`src/rtl/game_pkg.sv`:
```
// Shared encodings and default frame counts for the hit resolution logic.
package game_pkg;

    // Width of the per-defender stun countdown.
    localparam int STUN_CNT_W = 4;

    // Default stun durations in 60 Hz game frames.
    localparam int DEFAULT_HITSTUN_FRAMES   = 10;
    localparam int DEFAULT_BLOCKSTUN_FRAMES = 6;

    // One-cycle event code handed to the status stage.
    typedef enum logic [1:0] {
        STUN_NONE  = 2'b00,
        STUN_HIT   = 2'b01,
        STUN_BLOCK = 2'b10
    } stunmode_t;

    // Per-defender stun state.
    typedef enum logic [1:0] {
        ST_IDLE      = 2'b00,
        ST_HITSTUN   = 2'b01,
        ST_BLOCKSTUN = 2'b10
    } stun_state_t;

endpackage

```
`src/rtl/hit_resolver_stun_fsm.sv`:
```
// Per-defender stun FSM: qualifies incoming hits, chooses hit or block,
// counts stun frames down, and remembers that the attacker already connected.
module stun_fsm
    import game_pkg::*;
#(
    parameter int HITSTUN_FRAMES   = DEFAULT_HITSTUN_FRAMES,
    parameter int BLOCKSTUN_FRAMES = DEFAULT_BLOCKSTUN_FRAMES
) (
    input  logic                  clk,
    input  logic                  reset,
    input  logic                  frame_tick,
    input  logic                  freeze,
    input  logic                  attack_active,
    input  logic                  attack_hit,
    input  logic                  blocking,
    input  logic                  block_avail,
    output logic [1:0]            stunmode,
    output logic                  stunned,
    output logic [STUN_CNT_W-1:0] stun_left
);

    // Stun durations must be loadable into the countdown and nonzero.
    if (HITSTUN_FRAMES < 1 || HITSTUN_FRAMES > 15) begin : g_bad_hitstun
        $error("HITSTUN_FRAMES must be in 1..15");
    end
    if (BLOCKSTUN_FRAMES < 1 || BLOCKSTUN_FRAMES > 15) begin : g_bad_blockstun
        $error("BLOCKSTUN_FRAMES must be in 1..15");
    end

    localparam logic [STUN_CNT_W-1:0] HIT_LOAD   = STUN_CNT_W'(HITSTUN_FRAMES);
    localparam logic [STUN_CNT_W-1:0] BLOCK_LOAD = STUN_CNT_W'(BLOCKSTUN_FRAMES);

    stun_state_t state;
    stunmode_t   stunmode_q;
    logic        hit_landed;
    logic        qualify;

    // A hit only counts once per attack, outside freeze, against an idle defender.
    assign qualify = attack_active && attack_hit && !freeze
                     && (state == ST_IDLE) && !hit_landed;

    // State, countdown, event pulse and hit-landed latch all advance together.
    always_ff @(posedge clk or negedge reset) begin
        if (!reset) begin
            state      <= ST_IDLE;
            stun_left  <= '0;
            stunmode_q <= STUN_NONE;
            hit_landed <= 1'b0;
        end else begin
            stunmode_q <= STUN_NONE;

            if (!attack_active) begin
                hit_landed <= 1'b0;
            end else if (qualify) begin
                hit_landed <= 1'b1;
            end

            case (state)
                ST_IDLE: begin
                    stun_left <= '0;
                    if (qualify) begin
                        if (blocking && block_avail) begin
                            state      <= ST_BLOCKSTUN;
                            stun_left  <= BLOCK_LOAD;
                            stunmode_q <= STUN_BLOCK;
                        end else begin
                            state      <= ST_HITSTUN;
                            stun_left  <= HIT_LOAD;
                            stunmode_q <= STUN_HIT;
                        end
                    end
                end
                ST_HITSTUN, ST_BLOCKSTUN: begin
                    if (frame_tick) begin
                        if (stun_left <= STUN_CNT_W'(1)) begin
                            state     <= ST_IDLE;
                            stun_left <= '0;
                        end else begin
                            stun_left <= stun_left - STUN_CNT_W'(1);
                        end
                    end
                end
                default: begin
                    state     <= ST_IDLE;
                    stun_left <= '0;
                end
            endcase
        end
    end

    assign stunmode = stunmode_q;
    assign stunned  = (state != ST_IDLE);

endmodule

```
`src/rtl/hit_resolver.sv`:
```
// Top-level hit resolver: two stun FSMs, each defender driven by the
// opposing player's attack signals.
module hit_resolver
    import game_pkg::*;
#(
    parameter int HITSTUN_FRAMES   = DEFAULT_HITSTUN_FRAMES,
    parameter int BLOCKSTUN_FRAMES = DEFAULT_BLOCKSTUN_FRAMES
) (
    input  logic       clk,
    input  logic       reset,
    input  logic       frame_tick,
    input  logic       freeze,
    input  logic       p1_attack_active,
    input  logic       p2_attack_active,
    input  logic       p1_attack_hit,
    input  logic       p2_attack_hit,
    input  logic       p1_blocking,
    input  logic       p2_blocking,
    input  logic       p1_block_avail,
    input  logic       p2_block_avail,
    output logic [1:0] p1_stunmode,
    output logic [1:0] p2_stunmode,
    output logic       p1_stunned,
    output logic       p2_stunned,
    output logic [3:0] p1_stun_left,
    output logic [3:0] p2_stun_left
);

    stun_fsm #(
        .HITSTUN_FRAMES   (HITSTUN_FRAMES),
        .BLOCKSTUN_FRAMES (BLOCKSTUN_FRAMES)
    ) u_p1_defender (
        .clk           (clk),
        .reset         (reset),
        .frame_tick    (frame_tick),
        .freeze        (freeze),
        .attack_active (p2_attack_active),
        .attack_hit    (p2_attack_hit),
        .blocking      (p1_blocking),
        .block_avail   (p1_block_avail),
        .stunmode      (p1_stunmode),
        .stunned       (p1_stunned),
        .stun_left     (p1_stun_left)
    );

    stun_fsm #(
        .HITSTUN_FRAMES   (HITSTUN_FRAMES),
        .BLOCKSTUN_FRAMES (BLOCKSTUN_FRAMES)
    ) u_p2_defender (
        .clk           (clk),
        .reset         (reset),
        .frame_tick    (frame_tick),
        .freeze        (freeze),
        .attack_active (p1_attack_active),
        .attack_hit    (p1_attack_hit),
        .blocking      (p2_blocking),
        .block_avail   (p2_block_avail),
        .stunmode      (p2_stunmode),
        .stunned       (p2_stunned),
        .stun_left     (p2_stun_left)
    );

endmodule

```
`config.mk`:
```
export PLATFORM = sky130hd
export DESIGN_NAME = hit_resolver
export DESIGN_NICKNAME = d
export VERILOG_FILES = /design/src/rtl/game_pkg.sv /design/src/rtl/hit_resolver_stun_fsm.sv /design/src/rtl/hit_resolver.sv
export SDC_FILE = /design/constraint.sdc
export NUM_CORES = 1
export LEC_CHECK = 0
export ABC_AREA = 1
export BUFFER_PORTS_ARGS = -buffer_cell sky130_fd_sc_hd__clkbuf_2
export CAP_MARGIN = 30
export CORE_ASPECT_RATIO = 0.75
export CORE_MARGIN = 5
export CORE_UTILIZATION = 50
export CTS_CLUSTER_SIZE = 14
export DETAILED_ROUTE_END_ITERATION = 10
export HOLD_SLACK_MARGIN = 0.1
export MAX_ROUTING_LAYER = met4
export PLACE_DENSITY = 0.75
export SLEW_MARGIN = 20
export SYNTH_ARGS = -nofsm -noshare
export SYNTH_HDL_FRONTEND = slang
export SYNTH_HIERARCHICAL = 1
export SYNTH_SLANG_ARGS = --single-unit
```
`constraint.sdc`:
```
create_clock -name clk -period 2.25 [get_ports clk]
set_clock_uncertainty 0.2 [all_clocks]
set_input_delay 0.1125 -clock clk [delete_from_list [all_inputs] [get_ports clk]]
set_output_delay 0.1125 -clock clk [all_outputs]
set_load 0.02 [all_outputs]
```
; After elaboration in Yosys (flattened, before gate mapping)
; Cells that the tools add are included.
[totals]
reg_bits = 18
output_inout_bits = 14
[classes]
addsub = 2
n_lt_le_gt_ge = 2
n_eq_ne = 12
mux = 28
n_reduce_logical = 21
[ops]
columns = op, n
row1 = $mux W4, 8
row2 = $mux W2, 12
row3 = $pmux W4 S2, 2
row4 = $ne A2 B1 Y1 const B, 6
row5 = $logic_and A1 B1 Y1, 10
row6 = $le A4 B1 Y1 const B, 2
row7 = $pmux W2 S2, 2
row8 = $sub A4 B1 Y4 const B, 2
row9 = $reduce_and A3 Y1, 2
row10 = $eq A2 B1 Y1 const B, 2
row11 = $eq A2 B2 Y1 const B, 2
row12 = $logic_not A2 Y1, 2
row13 = $mux W1, 4
row14 = $ne A2 B2 Y1 const B, 2
row15 = $reduce_bool A2 Y1, 2
row16 = $reduce_or A2 Y1, 2
row17 = $logic_not A1 Y1, 3

; Logic depth before layout (Yosys ltp)
; Gate-level depths: netlist of the first run.
[depth]
depth_word = 6
depth_mapped = 9

; By module
; The synthesis of the first run kept the hierarchy.
[modules_own_cells]
columns = mod, instances, cells_per_inst, area_each_um2
row1 = stun_fsm, 2, 75, 551.8

; Worst setup path after synthesis of the first run
; No wires, ideal clock.
[synth_path]
kind = register -> register
start = reg u_p1_defender.stun_left[0]
end = reg u_p1_defender.state[0]
setup_ns = 0.116
arrival_time_ns = 1.267
required_time_ns = 1.934
setup_slack_ns = 0.666
path_stages_with_launch = 9
path_buffers = 0
period_less_slack_ns = 1.584
path_cell_list = dfrtp_1 > inv_1 > ha_1 > inv_1 > nand2_1 > a21oi_2 > nor2_2 > nand3_1 > nand2_1
[synth_via]
elab_chain_cells = 3
[synth_lines]
columns = item, line
row1 = start: declaration, hit_resolver_stun_fsm.sv:19  ; output logic [STUN_CNT_W-1:0] stun_left
row2 = start signal: assignment, hit_resolver_stun_fsm.sv:79  ; stun_left <= stun_left - STUN_CNT_W'(1);
row3 = $le A4 B1 Y1, hit_resolver_stun_fsm.sv:75  ; if (stun_left <= STUN_CNT_W'(1)) begin
row4 = $ne A2 B1 Y1 (no line), n/a
row5 = $reduce_and A3 Y1 (no line), n/a
row6 = end signal: assignment, hit_resolver_stun_fsm.sv:67  ; state <= ST_HITSTUN;
row7 = end signal: assignment, hit_resolver_stun_fsm.sv:76  ; state <= ST_IDLE;
row8 = end signal: assignment, hit_resolver_stun_fsm.sv:84  ; state <= ST_IDLE;
row9 = end: declaration, hit_resolver_stun_fsm.sv:33  ; stun_state_t state;
; No other way between the ends.
; A chain may end at the register's enable or synchronous reset.

; Worst setup path in the final report of the first run
[layout_path]
start = reg u_p1_defender.state[1]
end = reg u_p1_defender.stun_left[1]
[layout_via]
elab_chain_cells = 5
elab_cells_between_ends = 9
cone_classes = 3 x eq/ne / 2 x mux / 4 x reduce/logical
[layout_lines]
columns = item, line
row1 = start signal: assignment, hit_resolver_stun_fsm.sv:45  ; state <= ST_IDLE;
row2 = start signal: assignment, hit_resolver_stun_fsm.sv:63  ; state <= ST_BLOCKSTUN;
row3 = start signal: assignment, hit_resolver_stun_fsm.sv:67
row4 = $logic_not A2 Y1, "hit_resolver_stun_fsm.sv:40, hit_resolver_stun_fsm.sv:58"
row5 = $logic_and A1 B1 Y1 (2 in a row), hit_resolver_stun_fsm.sv:40  ; && (state == ST_IDLE) && !hit_landed;
row6 = $mux W4, hit_resolver_stun_fsm.sv:61  ; if (qualify) begin
row7 = $pmux W4 S2, hit_resolver_stun_fsm.sv:58  ; case (state)
; Several ways; a longest one is shown, not always the timed one.

==> results of run 1 <==
[repair_timing]
| item | 4_1_cts | 5_1_grt |
|---|---|---|
| setup endpoints to repair | 0 | 1 |
| hold buffers | 18 | 0 |
| setup buffers | 0 | 2 |
| hold endpoints to repair | 36 | 0 |
[cell families (layout without fill, tap and decap cells)]
logic type	Yosys count	after routing	synth area share (%)
DFF	18	18	40.8
AOI/OAI and AO/OA	6	6	3.40
xor gates and xnor gates	2	2	1.59
adders and majority gates	8	8	9.07
and+or+nand+nor	92	92	37.0
buffers and inverters	24	72	8.16
[worst paths after layout]
kind / start / to / cells after the start
min: u_p2_defender/state[0]$_DFFE_PN0P_ / u_p2_defender/state[0]$_DFFE_PN0P_ / 2
max reg2reg: u_p1_defender/state[1]$_DFFE_PN0P_ / u_p1_defender/stun_left[1]$_DFFE_PN0P_ / 8
max: u_p1_defender/state[1]$_DFFE_PN0P_ / u_p1_defender/stun_left[1]$_DFFE_PN0P_ / 8
min in group asynchronous: reset / u_p1_defender/stun_left[1]$_DFFE_PN0P_ / 3
min reg2reg: u_p2_defender/state[0]$_DFFE_PN0P_ / u_p2_defender/state[0]$_DFFE_PN0P_ / 2
max in group asynchronous: reset / u_p2_defender/state[1]$_DFFE_PN0P_ / 4
[flip-flops by register name (all words and copies together), names as in the netlist]
name and cells:
u_p2_defender/state 2, u_p2_defender/stun_left 4, u_p2_defender/hit_landed 1, u_p2_defender/stunmode 2, u_p1_defender/hit_landed 1, u_p1_defender/state 2
u_p1_defender/stun_left 4, u_p1_defender/stunmode 2
[per-layer routing]
metal / routed length, µm / share of wire (%)
met1: 1160 / 43
met4: 44 / 1.6
met5: 0 / 0
met2: 1290 / 48
met3: 176 / 6.6
[power by group]
group          internal [mW]  leakage [nW]  switching (mW)
clock network         0.0624        0.0138          0.0976
registers              0.400         0.241          0.0705
logic                  0.321         0.631           0.541
total                  0.783         0.886           0.710
[final cells by class]
| class | instances | area share [%] |
|---|---|---|
| Sequential cell | 18 | 30.5 |
| Timing Repair Buffer | 45 | 21.7 |
| Tap cell | 24 | 2.03 |
| Inverter | 24 | 6.10 |
| Clock buffer | 3 | 1.53 |
| Multi-Input combinational cell | 108 | 38.1 |
[placed cells by master (no fill, tap or decap), drive strengths merged]
master	synthesis	routed
inv	24	24
nand3b	2	2
a21oi	2	2
nor2	18	18
o21ai	4	4
nand3	8	8
clkbuf	0	28
dfrtp	18	18
xor2	2	2
nand2	64	64
dlygate4sd3	0	18
ha	8	8
buf	0	2
[worst reg2reg max path: cells and delay by family, from the launching register on]
family	cells	cell delay (ns)
flops	1	0.39
fa+ha+maj	1	0.30
simple gates	4	0.46
buf+inv	3	0.67
[metrics by stage]
step | area [µm²] | hold WS, ns | utilization (%)
finish | 1480 | 0.324 | 72.0
global placement | 1260 | -0.119 | 61.4
detailed placement | 1260 | -0.116 | 61.4
floorplan | 1100 | -0.383 | -
global route | 1480 | 0.357 | 72.0
CTS | 1460 | 0.327 | 71.3
==> run metrics, run 1 <==
RSZ-0062 raised after global routing=false; reg-to-reg slack, setup=roughly 0.10 ns; final period utilization=95.4%; n_diodes=0; met1 Use GR=about 22%; Chip Height=50.7 µm; sequential cell area=450 µm²; crit start category=register; Top delay family on crit path=buffers and inverters; Post-Layout Cell Count=222; dominant cells by area after synthesis=dfrtp_1 (41%), nand2_1 (21%), ha_1 (9.1%), inv_1 (8.2%), nor2_2 (5.7%); syn avg cell area=between 7 and 8 µm²; routed wire length per instance=12.1 µm; CTS clk-pin slew, worst paths=~0.10 ns; synthesized area=1100 µm²; critical path class=reg2reg; Post-synth EDFFs=0; Synth warnings=6; initial detailed-routing violation count=slightly below 60; vias post-DR=around 1,100; count leader, synth=nand2_1; Final ANT Viol Nets=0; Core Area=around 2000 µm²; Max Root-Sink Buffers=2; pwr dens=~1000 nW/µm²; CTS tree=built; Hold Path Class=reg2reg; global-route wire length before repair=~4.4 mm; Place WS=between 0.6 and 0.7 ns; grt peak-use layer=met2; Overall Power=1.49 mW; total gr overflow=0; antenna violations before repair=0; Tmin final=~2.1 ns; flops & latches, synth=18; CP Capture Type=register; VDD IR max=roughly 0.76 mV; max-slew violations=0; Max-cap violations=0; Seq/Total Area, Yosys=between 40% and 50%; GR Util met2=between 20% and 30%; Leak=just under 0.9 nW; setup_tns=0 ns; vias in the first global route=slightly below 1,000; Root Driver=clkbuf_4; largest net degree at the start of global routing=11; CTS Buf Count=3; Post-synth ARST share=100%; Syn Nets=between 150 and 200; setup violators final=0; post-synth cell types=13; residual DRC count=0; CP Max Fanout=6; Max Fclk=roughly 470 MHz; Ports=26; Clk Latency, worst-skew pair=approximately 0.30 ns; endpoints failing hold=0; IO buf count=25; Required @ worst endpoint=about 2.2 ns; Worst path max stage delay=0.54 ns; RePlAce Congestion=between 0.8 and 0.9; Die X=between 60 and 70 µm; Area Growth Syn to Fin=33.8%; Nets=220; CP Cell Sequence=inv_1 > ha_1 > inv_1 > nor2_2 > nor2_4 > nand2_1 > nand2_1 > dlygate4sd3_1; Worst EP arrival=between 2 and 2.5 ns; Syn Inst Count=150; Initial Util=53.8%; share of the synthesized area in the top cell type=about two fifths; layout cell share with drive strength beyond 1=a little under a quarter; routed wire length=between 2 and 3 mm; Detailed Routing Iterations Pass 1=4; placed cells=199; Overall Global Routing Usage=between 15 and 20%; Rel. slew slack=70.7%; top cells by count, synth=nand2_1 (62), inv_1 (24), dfrtp_1 (18), nor2_2 (10); post-CTS resize count=0; status=finished clean; Main synth FF type=dfrtp_1; H-Tree Depth=1; fillers=160; CTS Sinks=18; Worst Tran Pin Value=about 0.44 ns; final worst slack=between 0.1 and 0.15 ns; met3 usage=about 4.5%; biggest area consumer among synthesized cells=dfrtp_1; CP max-delay cell=dlygate4sd3_1; row cnt=14; multi-input logic area=between 500 and 600 µm²; Crit path buffers/inverters=3; die area=roughly 3300 µm²; Via density=4.89; post-DP HPWL=1.90 mm
(Power assumes the default switching activity.)
==> inputs of run 2 (changes only) <==
Settings changed: CORE_ASPECT_RATIO 0.75 to 1.2.
==> run metrics, run 2 (synthesized netlist as in run 1, its figures left out) <==
Initial Util=52.7% (was 53.8%); die area=3250 µm² (was 3260 µm²); Leak=0.871 nW (was 0.886 nW); post-DP HPWL=1.85 mm (was 1.90 mm); Core Area=2090 µm² (was 2050 µm²); cell depth of the worst flop-to-flop path=9 (was 8); routed wire length per instance=11.1 µm (was 12.1 µm); most frequent cells in the layout=nand2_1 (62), clkbuf_2 (25), inv_1 (24) (unchanged); Max Root-Sink Buffers=2 (unchanged); Worst EP arrival=2.06 ns (was 2.13 ns); CP max-delay cell=dlygate4sd3_1 (unchanged); H-Tree Depth=1 (unchanged); Max-cap violations=0 (unchanged); CP Cell Sequence=dlygate4sd3_1 > clkbuf_2 > nand2_1 > dlygate4sd3_1 > nand2_1 > dlygate4sd3_1 > inv_1 (was inv_1 > ha_1 > inv_1 > nor2_2 > nor2_4 > nand2_1 > nand2_1 > dlygate4sd3_1); final period utilization=91.8% (was 95.4%); row cnt=18 (was 14); Via density=4.71 (was 4.89); Chip Height=61.5 µm (was 50.7 µm); register share of total power=31.5% (about the same); IO buf count=25 (unchanged); Post-Layout Cell Count=224 (was 222); commonest non-fill, non-tap cell in the layout=nand2_1 (unchanged); Nets=215 (was 220); Hold Path Class=in2reg (was reg2reg); global-route wire length before repair=4.31 mm (was 4.37 mm); layout cell share with drive strength beyond 1=23.2% (about the same); most frequent CP cell=dlygate4sd3_1; Required @ worst endpoint=2.25 ns (was 2.23 ns); routed wire length=2.50 mm (was 2.68 mm); Ports=26 (unchanged); CTS tree=built (unchanged); critical path class=in2reg (was reg2reg); pwr dens=1030 nW/µm² (was 1010 nW/µm²); P_sw=702 µW (was 710 µW); initial detailed-routing violation count=38 (was 59); switch share=47.0% (was 47.5%); RSZ-0062 raised after global routing=false (unchanged); Area Growth Syn to Fin=31.6% (was 33.8%); antenna violations before repair=0 (unchanged); start point of the critical path=p1_block_avail (was u_p1_defender/state[1]$_DFFE_PN0P_); Cell Int Power=793 µW (was 783 µW); placed cells=205 (was 199); hold path start=p2_attack_hit (was u_p2_defender/state[0]$_DFFE_PN0P_); final worst slack=0.184 ns (was 0.104 ns); endpoints failing hold=0 (unchanged); setup violators final=0 (unchanged); CP Max Fanout=3 (was 6); Root Driver=clkbuf_4 (unchanged); n_diodes=0 (unchanged); max-slew violations=0 (unchanged); Tmin final=2.07 ns (was 2.15 ns); CTS Sinks=18 (unchanged); CP Capture Type=register (unchanged); Top delay family on crit path=buffers and inverters (unchanged); vias post-DR=1,056 (was 1,085); Max Fclk=484 MHz (was 466 MHz); biggest regs=u_p1_defender/stun_left x4, u_p2_defender/stun_left x4 (unchanged); total gr overflow=0 (unchanged); RR Endpoint=u_p2_defender/stun_left[2]$_DFFE_PN0P_ (was u_p1_defender/stun_left[1]$_DFFE_PN0P_); Worst path max stage delay=0.59 ns (was 0.54 ns); Final ANT Viol Nets=0 (unchanged); Overall Global Routing Usage=18.6% (was 17.9%); RePlAce Congestion=0.806 (was 0.862); vias in the first global route=1,064 (was 992); CTS clk-pin slew, worst paths=0.10 ns (about the same); clock network fraction of total power=13.0% (was 10.7%); combinational power share=55.4% (was 57.8%); setup_tns=0 ns (unchanged); hold-critical path endpoint=u_p1_defender/stunmode[1]$_DFF_PN0_ (was u_p2_defender/state[0]$_DFFE_PN0P_); Levels on crit path=7 (was 8); crit start category=input port (was register); Die X=52.9 µm (was 64.2 µm); reg-to-reg slack, setup=0.29 ns (was 0.10 ns); VDD IR max=0.673 mV (was 0.759 mV); Crit path buffers/inverters=5 (was 3); CTS Buf Count=3 (unchanged); residual DRC count=0 (unchanged); worst reg2reg path startpoint=u_p2_defender/state[0]$_DFFE_PN0P_ (was u_p1_defender/state[1]$_DFFE_PN0P_); Hold Path Stages=7 (was 2); status=finished clean (unchanged); Rel. slew slack=45.1% (was 70.7%); Worst Tran Pin Value=0.820 ns (was 0.438 ns); largest net degree at the start of global routing=19 (was 11); Clk Latency, worst-skew pair=0.29 ns (was 0.30 ns); Place WS=0.613 ns (was 0.637 ns); Detailed Routing Iterations Pass 1=7 (was 4)
==> run 2: metrics by stage <==
step | util, % | hold slack, ns | power, mW | instance area, µm²
global route | 69.4 | 0.152 | 1.64 | 1450
global placement | 60.5 | -0.124 | 1.24 | 1270
finish | 69.4 | 0.126 | 1.49 | 1450
CTS | 69.4 | 0.106 | 1.49 | 1450
floorplan | - | -0.383 | 1.07 | 1100
detailed placement | 60.5 | -0.122 | 1.27 | 1270
==> run 2: final cells by class <==
| type | instances | area, µm² |
|---|---|---|
| Multi-Input combinational cell | 108 | 563 |
| Fill cell | 181 | 642 |
| Sequential cell | 18 | 450 |
| Inverter | 24 | 90.1 |
| Clock buffer | 4 | 36.3 |
| Timing Repair Buffer | 40 | 275 |
| Tap cell | 30 | 37.5 |
==> run 2: worst max path at each step <==
stage,slack [ns],to
after global placement,0.65,u_p2_defender/state[0]$_DFFE_PN0P_
after global routing,0.13,u_p2_defender/stunmode[0]$_DFF_PN0_
final,0.18,u_p1_defender/stunmode[0]$_DFF_PN0_
after CTS,0.20,u_p1_defender/stunmode[0]$_DFF_PN0_
after floorplan,0.67,u_p1_defender/state[0]$_DFFE_PN0P_
after detailed placement,0.61,u_p2_defender/state[0]$_DFFE_PN0P_
==> run 2: worst min-delay path: cells and delay by family <==
| kind | cells | cell delay (ns) |
|---|---|---|
| buffers and inverters | 2 | 0.12 |
| and+or+nand+nor | 5 | 0.34 |
==> run 2: routing by layer <==
layer,track usage (%),share of wire (%)
met1,19.8,40
met2,33.5,53
met3,3.15,5.0
met4,8.03,2.2
met5,-,0
==> run 2: repair_timing <==
action / CTS / global route
resized for setup: 0 / 0
buffers inserted: 0 / 0
setup endpoints to repair: 0 / 0
endpoints found under the hold margin: 36 / 0
hold buffers: 15 / 0
==> run 2: power by group through the flow <==
| stage | clock network [mW] | logic, mW | registers, mW |
|---|---|---|---|
| detailed placement | 0 | 0.789 | 0.478 |
| global placement | 0 | 0.762 | 0.473 |
| finish | 0.195 | 0.828 | 0.471 |
| CTS | 0.202 | 0.822 | 0.471 |
| global route | 0.214 | 0.946 | 0.485 |
| floorplan | 0 | 0.555 | 0.513 |
